File: config.mk
export PLATFORM = sky130hd
export DESIGN_NAME = vga_timing_driver
export DESIGN_NICKNAME = d
export VERILOG_FILES = /design/src/rtl/vga_timing_driver.sv
export SDC_FILE = /design/constraint.sdc
export NUM_CORES = 1
export LEC_CHECK = 0
export CAP_MARGIN = 15
export CORE_ASPECT_RATIO = 1.1
export CORE_MARGIN = 2
export CORE_UTILIZATION = 46
export DETAILED_ROUTE_END_ITERATION = 7
export PLACE_DENSITY = 0.86
export SLEW_MARGIN = 0
export SYNTH_ARGS = -nofsm -noshare
export SYNTH_HDL_FRONTEND = slang
export SYNTH_SLANG_ARGS = --single-unit
export TNS_END_PERCENT = 100
File: constraint.sdc
create_clock -name clk -period 1.8 [get_ports clk]
set_input_delay 0.36 -clock clk [delete_from_list [all_inputs] [get_ports clk]]
set_output_delay 0.36 -clock clk [all_outputs]
set_load 0.01 [all_outputs]
File: src/rtl/vga_timing_driver.sv
// -----------------------------------------------------------------------------
// vga_timing_driver
//
// Generates 640x480@60 VGA raster timing (geometry set by parameters), hands the
// raster position to a pixel renderer and drives the VGA connector with the
// renderer's colour. Sync and blanking are delayed so that they line up with
// the renderer's registered colour, and a one-clk tick marks the start of
// vertical blanking for game logic.
//
// Optional feature macro: VGA_CLK_DIV_EN
//   defined   : pixel step on every second clk (50 MHz clk -> 25 MHz pixels)
//   undefined : pixel step on every clk (clk expected at 25 MHz)
//
// Ports:
//   clk, rst_n        system clock, asynchronous active-low reset
//   pixel_in   [11:0] renderer colour {R,G,B}, PIX_LATENCY steps behind x/y_pos
//   x_pos, y_pos [9:0] raster counters, counting through blanking
//   vga_r/g/b   [3:0] colour to the DAC, forced to 0 outside the visible area
//   hsync, vsync      active-low syncs, aligned with vga_*
//   active            visible-pixel flag, aligned with vga_*
//   frame_tick        one-clk pulse when the raster enters vertical blanking
// -----------------------------------------------------------------------------
module vga_timing_driver #(
    parameter int H_ACTIVE    = 640,
    parameter int H_FP        = 16,
    parameter int H_SYNC      = 96,
    parameter int H_BP        = 48,
    parameter int V_ACTIVE    = 480,
    parameter int V_FP        = 10,
    parameter int V_SYNC      = 2,
    parameter int V_BP        = 33,
    parameter int PIX_LATENCY = 1
) (
    input  logic        clk,
    input  logic        rst_n,
    input  logic [11:0] pixel_in,
    output logic [9:0]  x_pos,
    output logic [9:0]  y_pos,
    output logic [3:0]  vga_r,
    output logic [3:0]  vga_g,
    output logic [3:0]  vga_b,
    output logic        hsync,
    output logic        vsync,
    output logic        active,
    output logic        frame_tick
);

    localparam int H_TOTAL = H_ACTIVE + H_FP + H_SYNC + H_BP;
    localparam int V_TOTAL = V_ACTIVE + V_FP + V_SYNC + V_BP;

    localparam logic [9:0] H_LAST    = 10'(H_TOTAL - 1);
    localparam logic [9:0] V_LAST    = 10'(V_TOTAL - 1);
    localparam logic [9:0] H_ACT     = 10'(H_ACTIVE);
    localparam logic [9:0] V_ACT     = 10'(V_ACTIVE);
    localparam logic [9:0] V_ACT_M1  = 10'(V_ACTIVE - 1);
    localparam logic [9:0] HS_START  = 10'(H_ACTIVE + H_FP);
    localparam logic [9:0] HS_END    = 10'(H_ACTIVE + H_FP + H_SYNC);
    localparam logic [9:0] VS_START  = 10'(V_ACTIVE + V_FP);
    localparam logic [9:0] VS_END    = 10'(V_ACTIVE + V_FP + V_SYNC);
    localparam int         DLY_LAST  = PIX_LATENCY - 1;

    // ------------------------------------------------------------------
    // Pixel step enable
    // ------------------------------------------------------------------
    logic w_step;

`ifdef VGA_CLK_DIV_EN
    // Toggle starts at 0, so the first pixel step is the second clk after reset.
    logic r_div;

    always_ff @(posedge clk or negedge rst_n) begin
        if (!rst_n) begin
            r_div <= 1'b0;
        end else begin
            r_div <= ~r_div;
        end
    end

    assign w_step = r_div;
`else
    assign w_step = 1'b1;
`endif

    // ------------------------------------------------------------------
    // Raster counters
    // ------------------------------------------------------------------
    logic [9:0] r_h;
    logic [9:0] r_v;

    // NOTE: state is updated with non-blocking assignments so every flop
    // samples the pre-edge values of the others, independent of block order.
    always_ff @(posedge clk or negedge rst_n) begin
        if (!rst_n) begin
            r_h <= '0;
            r_v <= '0;
        end else if (w_step) begin
            if (r_h == H_LAST) begin
                r_h <= '0;
                r_v <= (r_v == V_LAST) ? '0 : r_v + 10'd1;
            end else begin
                r_h <= r_h + 10'd1;
            end
        end
    end

    assign x_pos = r_h;
    assign y_pos = r_v;

    // ------------------------------------------------------------------
    // Raw timing at the current counter position
    // ------------------------------------------------------------------
    logic w_hs_raw;
    logic w_vs_raw;
    logic w_de_raw;

    assign w_hs_raw = !((r_h >= HS_START) && (r_h < HS_END));
    assign w_vs_raw = !((r_v >= VS_START) && (r_v < VS_END));
    assign w_de_raw = (r_h < H_ACT) && (r_v < V_ACT);

    // ------------------------------------------------------------------
    // Delay line matching the renderer latency
    // ------------------------------------------------------------------
    logic [PIX_LATENCY-1:0] r_hs_dly;
    logic [PIX_LATENCY-1:0] r_vs_dly;
    logic [PIX_LATENCY-1:0] r_de_dly;

    // NOTE: the delay stages are individual reset flops rather than an
    // unreset memory, so a reset mid-frame cannot leak a stale sync pulse.
    always_ff @(posedge clk or negedge rst_n) begin
        if (!rst_n) begin
            r_hs_dly <= '1;
            r_vs_dly <= '1;
            r_de_dly <= '0;
        end else if (w_step) begin
            r_hs_dly[0] <= w_hs_raw;
            r_vs_dly[0] <= w_vs_raw;
            r_de_dly[0] <= w_de_raw;
            for (int i = 1; i < PIX_LATENCY; i++) begin
                r_hs_dly[i] <= r_hs_dly[i-1];
                r_vs_dly[i] <= r_vs_dly[i-1];
                r_de_dly[i] <= r_de_dly[i-1];
            end
        end
    end

    // ------------------------------------------------------------------
    // Output register
    // ------------------------------------------------------------------
    logic [11:0] r_rgb;
    logic        r_hsync;
    logic        r_vsync;
    logic        r_active;
    logic        r_frame_tick;

    always_ff @(posedge clk or negedge rst_n) begin
        if (!rst_n) begin
            r_rgb        <= '0;
            r_hsync      <= 1'b1;
            r_vsync      <= 1'b1;
            r_active     <= 1'b0;
            r_frame_tick <= 1'b0;
        end else begin
            if (w_step) begin
                r_rgb    <= r_de_dly[DLY_LAST] ? pixel_in : 12'h000;
                r_hsync  <= r_hs_dly[DLY_LAST];
                r_vsync  <= r_vs_dly[DLY_LAST];
                r_active <= r_de_dly[DLY_LAST];
            end
            // Updated every clk so the pulse is one clk wide even when the
            // pixel step is divided down.
            r_frame_tick <= w_step && (r_h == H_LAST) && (r_v == V_ACT_M1);
        end
    end

    assign vga_r      = r_rgb[11:8];
    assign vga_g      = r_rgb[7:4];
    assign vga_b      = r_rgb[3:0];
    assign hsync      = r_hsync;
    assign vsync      = r_vsync;
    assign active     = r_active;
    assign frame_tick = r_frame_tick;

endmodule

-- After elaboration in Yosys (flattened, before gate mapping)
Cells that the tools add are included.
W data, S select, Z words.
- register bits: 39
- input port bits: 14
- word-level logic and storage cells: 30
- output and inout bits: 36
- order comparisons: 6
- add/subtract/negate cells: 2
- equal/unequal tests: 3
- muxes and demuxes: 3
- reduce and logical (&&, ||, !) cells: 6
- operator list (operator ; count):
    $add A10 B1 Y10 const B ; 2
    $eq A10 B10 Y1 const B ; 2
    $lt A10 B10 Y1 const B ; 2
    $lt A10 B9 Y1 const B ; 2
    $mux W10 ; 2
    $mux W12 ; 1
    $eq A10 B9 Y1 const B ; 1
    $ge A10 B10 Y1 const B ; 1
    $ge A10 B9 Y1 const B ; 1
    $logic_and A1 B1 Y1 ; 4
    $logic_not A1 Y1 ; 2

-- Depth between registers and ports, before layout
- word-level depth: 3
- mapped depth: 6
- mapped depth without buffers: 6

-- Least setup slack after synthesis
Ideal clock, no wire load.
- kind: reg2reg
- start point: register r_h[0] (netlist: x_pos[0])
- end point: register r_h[9] (netlist: x_pos[9])
- arrival: 1497 ps
- setup slack: 182 ps
- cell stages (with the launch flop): 7
- period minus slack after synthesis: 1618 ps
- required time: 1679 ps
- path through: dfrtp_1 > ha_1 > and3_1 > and3_1 > buf_4 > o21ai_1 > a22o_1
- longest elaborated chain between the ends: 2
- ends and longest elaborated chain (what ; line ; text):
    from (decl) ; 87 ; logic [9:0] r_h;
    from (signal assigned) ; 101 ; r_h <= r_h + 10'd1;
    $add A10 B1 Y10 / $eq A10 B10 Y1 (equally long branches) ; 101, 97 ;
    $mux W10 (*) ; 97 ; if (r_h == H_LAST) begin
Every way passes the cells marked *; elsewhere a longest branch is shown, timed or not.
A chain may end at the register's enable or synchronous reset.

-- Final worst setup path
- start point: register r_h[3] (netlist: x_pos[3])
- end point: output port x_pos[3]
- RTL lines (what ; line ; text):
    to (decl) ; 37 ; output logic [9:0] x_pos,
No word-level cell between the ends.

==> metrics.txt <==
H-tree levels=2; f_max=around 580 MHz; first-pass GRT wire length=5996 µm; starting DRC count in detailed routing=45; CTS Buf Count=5; Max Slew Vio Count=0; DIE HEIGHT=66.61 µm; synthesized area per cell=11.62 µm²; global-route usage over all layers=20.60%; post-synthesis simple-gate area fraction=a little over a fifth; DP Area=2256 µm²; top-area cell type share of the netlist area=53.44%; die area=4057 µm²; max_slew headroom=67.78%; number of max-cap violations=0; Adder-Cell Fraction of Synth Area=around 3.8%; vias in the first global route=1287; Placer Congestion=around 0.88; sequential fraction of the synthesis area=about 60%; 1st-pass router iterations=4; main combinational cell family by area after synthesis=simple AND/OR/NAND/NOR gates; footprint of the multi-input gates=638.1 µm²; CP max-delay cell=clkdlybuf4s50_1; most frequent cells in the layout=39 x clkdlybuf4s50_1, 26 x dfrtp_1, 14 x and2_1, 12 x buf_4, 9 x dfrtp_2; Worst setup SP type=flip-flop; post-synthesis cell type count=35; Top-Level Pins=50; register area=approximately 1000 µm²; DRT Wirelength=roughly 3800 µm; Via density=5.277; largest net degree at the start of global routing=40; Vias=1351; Setup WS pre-CTS=0.006651 ns; critical path class=reg2out; synth top area cells=dfrtp_1 53%, dfstp_2 6.4%, and2_1 5.3%, ha_1 3.8%, nand4_1 2.7%; antenna viol nets, final=0; mux share of post-synthesis cell area=0.6870%; die boundary width=roughly 61 µm; DP HPWL=2690 µm; leakage power total=1.082 nW; nets=226; syn nets=160; final setup fails=0; CTS clk-pin slew, worst paths=between 0.1 and 0.15 ns; Setup crit end kind=output port; Non-Filler Instances=256; CTS tree=yes; Worst Max-Slew Pin Slew=0.4833 ns; Mapped Cells=between 100 and 150; fin crit period=1.727 ns; IO buf count=49; Fillers=267; EDFF count, synth=0; Async S/R FF share, synth=100.0%; Critical Path, Cell by Cell=clkdlybuf4s50_1; # DRC=0; Max VDD drop=0.0006718 V; Area growth, synth to finish=46.95%; Synth area leader=dfrtp_1; arrival time at the worst endpoint=around 1.4 ns; CTS Sinks=39; total core area=3386 µm²; CTS max path bufs=2; Initial Util=48.41%; Yosys warnings=0; Placed Cells incl. Taps=247; commonest non-fill, non-tap cell in the layout=clkdlybuf4s50_1; Compound-Gate Fraction of Synth Area=a little under 7%; Post-Synth XOR/XNOR Area=slightly below 5%; design area=around 2400 µm²; Root Buffer=clkbuf_4; Ant. Diodes=0; Core Rows=22; Final Hold Fails=0; HP Class=in2async; final worst slack=0.07299 ns; Critical Path Fanout Max=5; WP buf/inv=1; Req. time, crit path=1.44 ns; initial antenna violation count=0; Main synth FF type=dfrtp_1; max incr delay on CP=0.58 ns; register bit total from synthesis=39; clk_skew=~0.0058 ns; share of layout cells above drive strength 1=between 10% and 20%; largest delay contributor family on the critical path=buffers and inverters; Final period util=95.94%; hold buffer count at CTS=0; WL per Instance=~15 µm; clock latency on the worst-skew pair=0.34 ns; Netlist Area Pre-Place=1639 µm²; GR Overflow Total=0; setup TNS=0 ns; status=finished, final reports clean; P per Cell Area=~700 nW/µm²
[metal layers]
layer	GRT usage (%)	up-vias	wire, µm
li1	-	621	-
met1	25.25	660	1494
met2	32.12	62	1960
met3	6.214	8	259
met4	10.87	0	75
met5	0	-	0
[synthesized netlist by cell type, drive strengths merged (2+ instances only)]
master  instances
dfrtp          35
and2           14
nor2            8
nand2           7
nand3           7
nand4           7
inv             6
ha              5
nor3            5
o21ai           5
xor2            5
and3            4
dfstp           4
xnor2           4
a21oi           2
nand2b          2
o21a            2
o31ai           2
or3             2
[metrics by stage]
| step | hold slack, ns | utilization [%] | total power [mW] |
|---|---|---|---|
| 2_1_floorplan | 0.06441 | - | 0.9270 |
| 3_3_place_gp | 0.3457 | 66.63 | 0.9978 |
| 3_5_place_dp | 0.3484 | 66.63 | 1.001 |
| 4_1_cts | 0.05665 | 69.70 | 1.717 |
| 5_1_grt | 0.07260 | 71.14 | 1.767 |
| 6_report | 0.05396 | 71.14 | 1.691 |
[area by class of cell]
class / count / share of cell area, %
inverter: 6 / 0.9351
multi-input combinational: 94 / 26.49
clock inverter: 2 / 2.494
timing repair buffer: 61 / 24.68
tap: 48 / 2.494
sequential: 39 / 41.19
clock buffer: 6 / 1.714
[flip-flops by register name, summed over array words and instances, names as in the netlist]
| signal | count |
|---|---|
| active | 1 |
| frame_tick | 1 |
| hsync | 1 |
| r_de_dly | 1 |
| r_hs_dly | 1 |
| r_rgb | 12 |
| r_vs_dly | 1 |
| vsync | 1 |
| x_pos | 10 |
| y_pos | 10 |
[timing repair]
item                       in CTS  in global routing
setup buffers                   0                  1
gates cloned                    0                  0
setup endpoints to repair       4                 19
gates resized for setup         4                 17
[where the power goes]
part | switching [mW] | leakage (nW) | internal, mW
combinational | 0.0349 | 0.566 | 0.0542
clock | 0.276 | 0.0525 | 0.433
sequential | 0.00326 | 0.463 | 0.889
total | 0.314 | 1.08 | 1.38
[cell families after synthesis]
family	after synthesis
XOR/XNOR	9
adder cells (fa/ha/maj)	5
AND/OR/NAND/NOR	62
multiplexers	1
flip-flops	39
buffers and inverters	8
AO/OA/AOI/OAI	17
[worst paths after layout]
kind                                        end  slack, ns  cells past startpoint                from
min in group clk                hsync$_DFF_PN1_       0.36                      0  r_hs_dly$_DFF_PN1_
hold reg to reg                 hsync$_DFF_PN1_       0.36                      0  r_hs_dly$_DFF_PN1_
setup reg to reg           y_pos[4]$_DFFE_PN0N_       0.13                      5  x_pos[1]$_DFF_PN0_
hold / removal               x_pos[7]$_DFF_PN0_       0.05                      2               rst_n
setup / recovery                       x_pos[3]       0.07                      1  x_pos[3]$_DFF_PN0_
max in group asynchronous  y_pos[8]$_DFFE_PN0N_       1.38                      2               rst_n
(Power assumes the default switching activity.)
